--- src/rtl/fetch_unit_if.sv ---
// Fetch-stage bus: instruction memory read port plus the valid/ready queue
// head presented to decode.
interface fetch_unit_if;
  logic [31:0] imem_addr;
  logic [31:0] imem_data;
  logic        out_valid;
  logic        out_ready;
  logic [31:0] out_instr;
  logic [31:0] out_pc;

  modport master (
    output imem_addr,
    input  imem_data,
    output out_valid,
    input  out_ready,
    output out_instr,
    output out_pc
  );

  modport slave (
    input  imem_addr,
    output imem_data,
    input  out_valid,
    output out_ready,
    input  out_instr,
    input  out_pc
  );
endinterface

--- src/rtl/fetch_unit.sv ---
// Instruction fetch: owns the PC, reads imem, buffers {instr, pc} in a small queue.
// Optional FETCH_MISALIGN_CHECK_EN halts on misaligned redirect targets.
//
//   state  | meaning
//   BOOT   | one idle cycle after reset release
//   RUN    | fetching, one push per cycle when queue has room
//   HALTED | no fetching; queue drains; only a redirect leaves
module fetch_unit #(
  parameter logic [31:0] RESET_PC   = 32'h0000_0000,
  parameter int          QDEPTH     = 2,
  parameter int          IMEM_BYTES = 32
) (
  input  logic              clk,
  input  logic              rst_n,
  fetch_unit_if.master      fif,
  input  logic              redirect_valid,
  input  logic [31:0]       redirect_pc,
  input  logic              halt_req,
  output logic [31:0]       fetch_pc,
  output logic              misalign_err
);

  localparam int          PW        = (QDEPTH > 1) ? $clog2(QDEPTH) : 1;
  localparam int          CW        = $clog2(QDEPTH) + 1;
  localparam logic [31:0] ADDR_MASK = 32'(IMEM_BYTES - 1);

  typedef enum logic [1:0] {
    BOOT   = 2'd0,
    RUN    = 2'd1,
    HALTED = 2'd2
  } state_t;

  state_t          state, state_nx;
  logic [31:0]     pc;
  logic [CW-1:0]   count;
  logic [PW-1:0]   wr_ptr, rd_ptr;
  logic [31:0]     instr_q [QDEPTH];
  logic [31:0]     pc_q    [QDEPTH];

  logic            head_take;
  logic            push, pop, redir;
  logic [31:0]     redir_target;
`ifdef FETCH_MISALIGN_CHECK_EN
  logic            misalign;
`endif

  assign fif.imem_addr = pc & ADDR_MASK;
  assign fif.out_valid = (count != '0);
  assign fif.out_instr = instr_q[rd_ptr];
  assign fif.out_pc    = pc_q[rd_ptr];
  assign fetch_pc      = pc;
  assign head_take     = fif.out_valid && fif.out_ready;

  always_ff @(posedge clk or negedge rst_n) begin
    if (!rst_n) state <= BOOT;
    else        state <= state_nx;
  end

  always_comb begin
    state_nx     = state;
    push         = 1'b0;
    redir        = 1'b0;
    redir_target = {redirect_pc[31:2], 2'b00};
`ifdef FETCH_MISALIGN_CHECK_EN
    misalign     = 1'b0;
    redir_target = redirect_pc;
`endif
    case (state)
      BOOT: state_nx = RUN;
      RUN: begin
        if (redirect_valid) begin
          redir    = 1'b1;
          state_nx = RUN;
        end else if (halt_req) begin
          state_nx = HALTED;
        end else begin
          // a same-cycle pop frees the slot being written
          push = (count < CW'(QDEPTH)) || head_take;
        end
      end
      HALTED: begin
        if (redirect_valid) begin
          redir    = 1'b1;
          state_nx = RUN;
        end
      end
      default: state_nx = BOOT;
    endcase
`ifdef FETCH_MISALIGN_CHECK_EN
    if (redir && (redirect_pc[1:0] != 2'b00)) begin
      misalign = 1'b1;
      state_nx = HALTED;
    end
`endif
    pop = head_take && !redir;
  end

  always_ff @(posedge clk or negedge rst_n) begin
    if (!rst_n) begin
      pc     <= RESET_PC;
      count  <= '0;
      wr_ptr <= '0;
      rd_ptr <= '0;
      for (int i = 0; i < QDEPTH; i++) begin
        instr_q[i] <= '0;
        pc_q[i]    <= '0;
      end
    end else if (redir) begin
      pc     <= redir_target;
      count  <= '0;
      wr_ptr <= '0;
      rd_ptr <= '0;
    end else begin
      if (push) begin
        instr_q[wr_ptr] <= fif.imem_data;
        pc_q[wr_ptr]    <= pc;
        wr_ptr          <= wr_ptr + 1'b1;
        pc              <= pc + 32'd4;
      end
      if (pop) rd_ptr <= rd_ptr + 1'b1;
      if (push && !pop)      count <= count + 1'b1;
      else if (!push && pop) count <= count - 1'b1;
    end
  end

`ifdef FETCH_MISALIGN_CHECK_EN
  always_ff @(posedge clk or negedge rst_n) begin
    if (!rst_n)        misalign_err <= 1'b0;
    else if (misalign) misalign_err <= 1'b1;
  end
`else
  logic unused_redirect_lsbs;
  assign unused_redirect_lsbs = ^redirect_pc[1:0];
  assign misalign_err         = 1'b0;
`endif

endmodule

--- src/flat_wrapper.sv ---
// flat-port wrapper written by rule: the top's interface ports become plain ports
module fetch_unit_flat 
#(
  parameter logic [31:0] RESET_PC   = 32'h0000_0000,
  parameter int          QDEPTH     = 2,
  parameter int          IMEM_BYTES = 32
)
  (clk, rst_n, redirect_valid, redirect_pc, halt_req, fetch_pc, misalign_err, fif_imem_addr, fif_imem_data, fif_out_valid, fif_out_ready, fif_out_instr, fif_out_pc);
  fetch_unit_if fif_i ();
  input  logic clk;
  input  logic rst_n;
  input  logic redirect_valid;
  input  logic [31:0] redirect_pc;
  input  logic halt_req;
  output logic [31:0] fetch_pc;
  output logic misalign_err;
  output wire logic [$bits(fif_i.imem_addr)-1:0] fif_imem_addr;
  input wire logic [$bits(fif_i.imem_data)-1:0] fif_imem_data;
  output wire logic [$bits(fif_i.out_valid)-1:0] fif_out_valid;
  input wire logic [$bits(fif_i.out_ready)-1:0] fif_out_ready;
  output wire logic [$bits(fif_i.out_instr)-1:0] fif_out_instr;
  output wire logic [$bits(fif_i.out_pc)-1:0] fif_out_pc;
  assign fif_imem_addr = fif_i.imem_addr;
  assign fif_i.imem_data = fif_imem_data;
  assign fif_out_valid = fif_i.out_valid;
  assign fif_i.out_ready = fif_out_ready;
  assign fif_out_instr = fif_i.out_instr;
  assign fif_out_pc = fif_i.out_pc;
  fetch_unit #(.RESET_PC(RESET_PC), .QDEPTH(QDEPTH), .IMEM_BYTES(IMEM_BYTES)) u_core (.clk(clk), .rst_n(rst_n), .fif(fif_i), .redirect_valid(redirect_valid), .redirect_pc(redirect_pc), .halt_req(halt_req), .fetch_pc(fetch_pc), .misalign_err(misalign_err));
endmodule
--- config.mk ---
export PLATFORM = sky130hd
export DESIGN_NAME = fetch_unit_flat
export DESIGN_NICKNAME = d
export VERILOG_FILES = /design/src/rtl/fetch_unit_if.sv /design/src/rtl/fetch_unit.sv /design/src/flat_wrapper.sv
export SDC_FILE = /design/constraint.sdc
export NUM_CORES = 1
export LEC_CHECK = 0
export CORE_UTILIZATION = 47
export DETAILED_ROUTE_END_ITERATION = 6
export PLACE_DENSITY = 0.87
export SETUP_SLACK_MARGIN = 0.3
export SKIP_LAST_GASP = 1
export SLEW_MARGIN = 15
export SYNTH_ARGS = -nofsm -noshare
export SYNTH_HDL_FRONTEND = slang
export SYNTH_SLANG_ARGS = --single-unit
--- constraint.sdc ---
create_clock -name clk -period 3.9 [get_ports clk]
set_input_delay 0.78 -clock clk [delete_from_list [all_inputs] [get_ports clk]]
set_output_delay 0.78 -clock clk [all_outputs]
set_load 0.005 [all_outputs]
==> results by group <==
Run status
  • Run status: complete, no violations

Routing
  • Number of antenna-violating nets in the routed design: 0
  • Via total after detailed routing: 5393
  • WL/cell: 17.6 um
  • Number of DRC violations after detailed-routing iteration 0: 289
  • DRC viols: 0
  • Final Routed Wirelength: 17.7 mm
  • TritonRoute pass-1 iters: 4
  • Detail-routed via count per cell: 5.39

Synth
  • Synth Warn #: 0
  • Synthesized instance count: 616
  • Share of the synthesized area in the top cell type: 51.3%
  • Number of distinct standard cells referenced by the synthesized netlist: 50
  • Library cell with the largest summed area after synthesis: sky130_fd_sc_hd__dfrtp_1
  • Area of the mapped netlist: 7800 um2
  • Proportion of synthesized chip area in sequential cells: 51.3%
  • Avg Inst Size Synth: 12.7 um2
  • Leading cell types by total area after synthesis: sky130_fd_sc_hd__dfrtp_1 (51%), sky130_fd_sc_hd__mux2_2 (26%), sky130_fd_sc_hd__buf_4 (3.8%), sky130_fd_sc_hd__nand2_1 (1.8%), sky130_fd_sc_hd__nand3_1 (1.4%)
  • Number of register bits inferred by synthesis: 160

Placed design
  • Port Buffer Count: 162
  • Inst Count DP: 969
  • Routability congestion estimate: 0.784
  • Detail Placement HPWL: 12.0 mm
  • Cell area after placement: 9500 um2

Clocking
  • CTS Root Cell: sky130_fd_sc_hd__clkbuf_16
  • Number of cells upsized or downsized after cts: 0
  • TritonCTS clock tree: done
  • TritonCTS Sinks: 160
  • Clock input transition at the sequential cells of the worst setup and hold paths: 0.07 ns
  • Clk buf depth: 2
  • Clock latency on the worst-skew pair: 0.42 ns
  • Number of buffers inserted during clock tree synthesis: 17
  • CTS hold repair buffers: 0
  • H-tree level count: 4
  • Post-CTS setup repair buffer count: 0

Power and ir drop
  • Net Sw Power: 2.53 mW
  • Fraction of power consumed by combinational cells: 40.8%
  • Relative contribution of the clock network to total power: 21.2%
  • Share of total power consumed by net switching: 30.9%
  • Worst IR drop on VDD: 0.486 mV
  • Power per cell area: 808 nW/um2
  • Reported leakage power: 4.35 nW
  • Internal power component: 5.65 mW
  • Part of the total power dissipated in sequential elements: 38.0%

Critical path
  • Startpoint types: flip-flop
  • Critical path fanouts, max: 24
  • Data required, critical path: 3.12 ns
  • Worst reg2reg path endpoint: u_core.fetch_pc[25]
  • CP bufs+invs: 2
  • Data arrival time of the worst path: 2.02 ns
  • Classification of the worst setup path: reg2out
  • Critical Path Slowest Stage Cell: sky130_fd_sc_hd__clkdlybuf4s50_1
  • Category of the worst setup path capture point: output port
  • R2r worst-path depth: 8
  • Worst path cell trace: buf_4 -> mux2_2 -> clkdlybuf4s50_1
  • Crit-path leading delay family: buffers and inverters
  • Reg2Reg Setup Slack: 1.35 ns
  • Source of the worst register-to-register timing path: u_core.state[1]
  • Worst path max stage delay: 0.46 ns

Finish
  • Antenna diodes: 0
  • Final Net Count: 847
  • Area growth syn-to-layout: 29.7%
  • Post-route standard cell area excluding fillers: 10100 um2
  • Final Util: 63.0%
  • Register area: 4010 um2
  • Count of non-filler cells in the finished layout: 1001
  • Fraction of final layout cells with drive strength greater than 1: 29.9%
  • Filler instances: 1238
  • Combined area of the multi-input logic cells: 3460 um2

Die
  • Die Height: 131 um
  • Die Span X: 131 um
  • Initial cell density of the core: 48.6%
  • Die Outline Area: 17100 um2
  • Num rows: 46
  • CORE AREA: 16100 um2
  • IO Pins: 199

Hold path
  • Worst hold path class: in2async

STA
  • Setup repair after global routing missed its margin: false
  • Slew at the pin closest to its max-slew limit: 0.979 ns
  • Clock skew: 0.00673 ns
  • Worst slack on hold paths: 0.340 ns
  • Count of endpoints failing setup in the final report: 0
  • Highest clock frequency the design can meet: 358 MHz
  • Aggregate negative setup slack: 0 ns
  • Final slew viol count: 0
  • Final Critical Period: 2.80 ns
  • Final worst-path cycle share: 71.7%
  • Max transition margin: 34.5%
  • Final hold violation count: 0

Global route
  • Tot GR Track Use: 21.1%
  • Antenna violations before repair: 1
  • Global-route wire length before repair: 27.6 mm
  • Via count of the first global-routing pass: 5423
  • Maximum number of pins on one net before global-route repair: 67
  • Total grt overflow: 0

Flow run
  • Max cap viols: 0
cell usage in the layout, fill, tap and decap left out, types with 2 or more instances in the layout:
cell	n
sky130_fd_sc_hd__a31oi_1	4
sky130_fd_sc_hd__nand3_1	22
sky130_fd_sc_hd__and2_1	3
sky130_fd_sc_hd__bufinv_16	3
sky130_fd_sc_hd__a22oi_1	2
sky130_fd_sc_hd__clkdlybuf4s50_1	161
sky130_fd_sc_hd__a21oi_1	7
sky130_fd_sc_hd__dfrtp_1	159
sky130_fd_sc_hd__nor4_4	2
sky130_fd_sc_hd__nor3_1	4
sky130_fd_sc_hd__conb_1	34
sky130_fd_sc_hd__a221o_1	7
sky130_fd_sc_hd__a21o_1	2
sky130_fd_sc_hd__o211ai_1	10
sky130_fd_sc_hd__or3_1	6
sky130_fd_sc_hd__mux2_2	178
sky130_fd_sc_hd__and4_1	2
sky130_fd_sc_hd__xor2_1	6
sky130_fd_sc_hd__or4_1	2
sky130_fd_sc_hd__inv_1	5
sky130_fd_sc_hd__mux2_1	8
sky130_fd_sc_hd__inv_6	3
sky130_fd_sc_hd__buf_12	3
sky130_fd_sc_hd__nand2_1	37
sky130_fd_sc_hd__ha_1	6
sky130_fd_sc_hd__o21ai_0	17
sky130_fd_sc_hd__and3_1	3
sky130_fd_sc_hd__clkbuf_16	17
sky130_fd_sc_hd__buf_4	7
sky130_fd_sc_hd__o311ai_0	6
sky130_fd_sc_hd__clkinvlp_4	4
sky130_fd_sc_hd__nand4_4	2
sky130_fd_sc_hd__nor2_1	20
sky130_fd_sc_hd__nand4_1	9
sky130_fd_sc_hd__clkinv_4	4
flip-flops by register name, indices dropped and copies added, names as in the netlist:
register         count
u_core.instr_q      64
u_core.pc_q         60
u_core.fetch_pc     30
u_core.count         2
u_core.state         2
u_core.rd_ptr        1
u_core.wr_ptr        1
synth_stat cells (all sizes together):
library cell and instances:
buf 60, a31o 1, nor4 4, mux2 186
and3 3, conb 1, nand3 22, or3 7
nand2b 1, a21oi 7, xor2 6, or2 1
clkbuf 8, nor2b 1, a31oi 4, o21ai 17
nor3 5, a41oi 1, and4 2, a21o 2
and2 3, nand4 12, a221o 7, or4 2
nand2 38, dfrtp 160, xnor2 1, nor2 21
a211oi 1, o31ai 1, o311ai 6, a32oi 1
a22oi 2, ha 6, inv 6, o211ai 10
metal layers:
layer  track usage [%]  vias to the layer above  part of all wire, %
li1                  -                     2489                    -
met1              26.2                     2725                   42
met2              35.0                      150                   50
met3              5.58                       27                  6.0
met4              8.38                        2                  2.2
met5                 0                        -                0.051
layout make-up:
| class | count | share of cell area [%] |
|---|---|---|
| clock buffer | 18 | 4.34 |
| clock inverter | 14 | 1.79 |
| inverter | 6 | 0.297 |
| multi-input combinational | 415 | 34.2 |
| sequential | 160 | 39.6 |
| tap | 216 | 2.67 |
| timing repair buffer | 172 | 17.1 |
worst max path at each step:
stage | from | endpoint | depth (start not counted)
floorplan | halt_req | u_core.count[1] | 7
global placement | redirect_valid | u_core.fetch_pc[25] | 6
detailed placement | redirect_valid | u_core.fetch_pc[25] | 6
CTS | u_core.rd_ptr | fif_out_instr[11] | 3
global route | redirect_valid | u_core.fetch_pc[20] | 6
finish | u_core.rd_ptr | fif_out_instr[11] | 3
cells by family (layout without fill, tap and decap cells):
family | Yosys count | after routing | share of synthesized area, %
AND/OR/NAND/NOR | 122 | 122 | 8.74
adder cells (fa/ha/maj) | 6 | 6 | 0.962
AO/OA/AOI/OAI | 60 | 60 | 5.31
XOR/XNOR | 7 | 7 | 0.786
other | 1 | 34 | 0.0481
multiplexers | 186 | 186 | 26.8
flip-flops | 160 | 160 | 51.3
buffers and inverters | 74 | 210 | 6.01
stage by stage:
stage	total power [mW]	setup WS (ns)
after CTS	8.23	1.09
final	8.17	1.10
after global placement	6.34	0.831
after floorplan	4.75	1.53
after detailed placement	6.47	0.761
after global routing	8.68	0.939
power groups by stage:
stage | sequential, mW | clock [mW] | combinational (mW)
after global routing | 3.22 | 1.83 | 3.63
after detailed placement | 3.12 | 0 | 3.35
final | 3.11 | 1.73 | 3.33
after floorplan | 2.90 | 0 | 1.85
after CTS | 3.10 | 1.76 | 3.37
after global placement | 3.06 | 0 | 3.28
(Power assumes the default switching activity.)
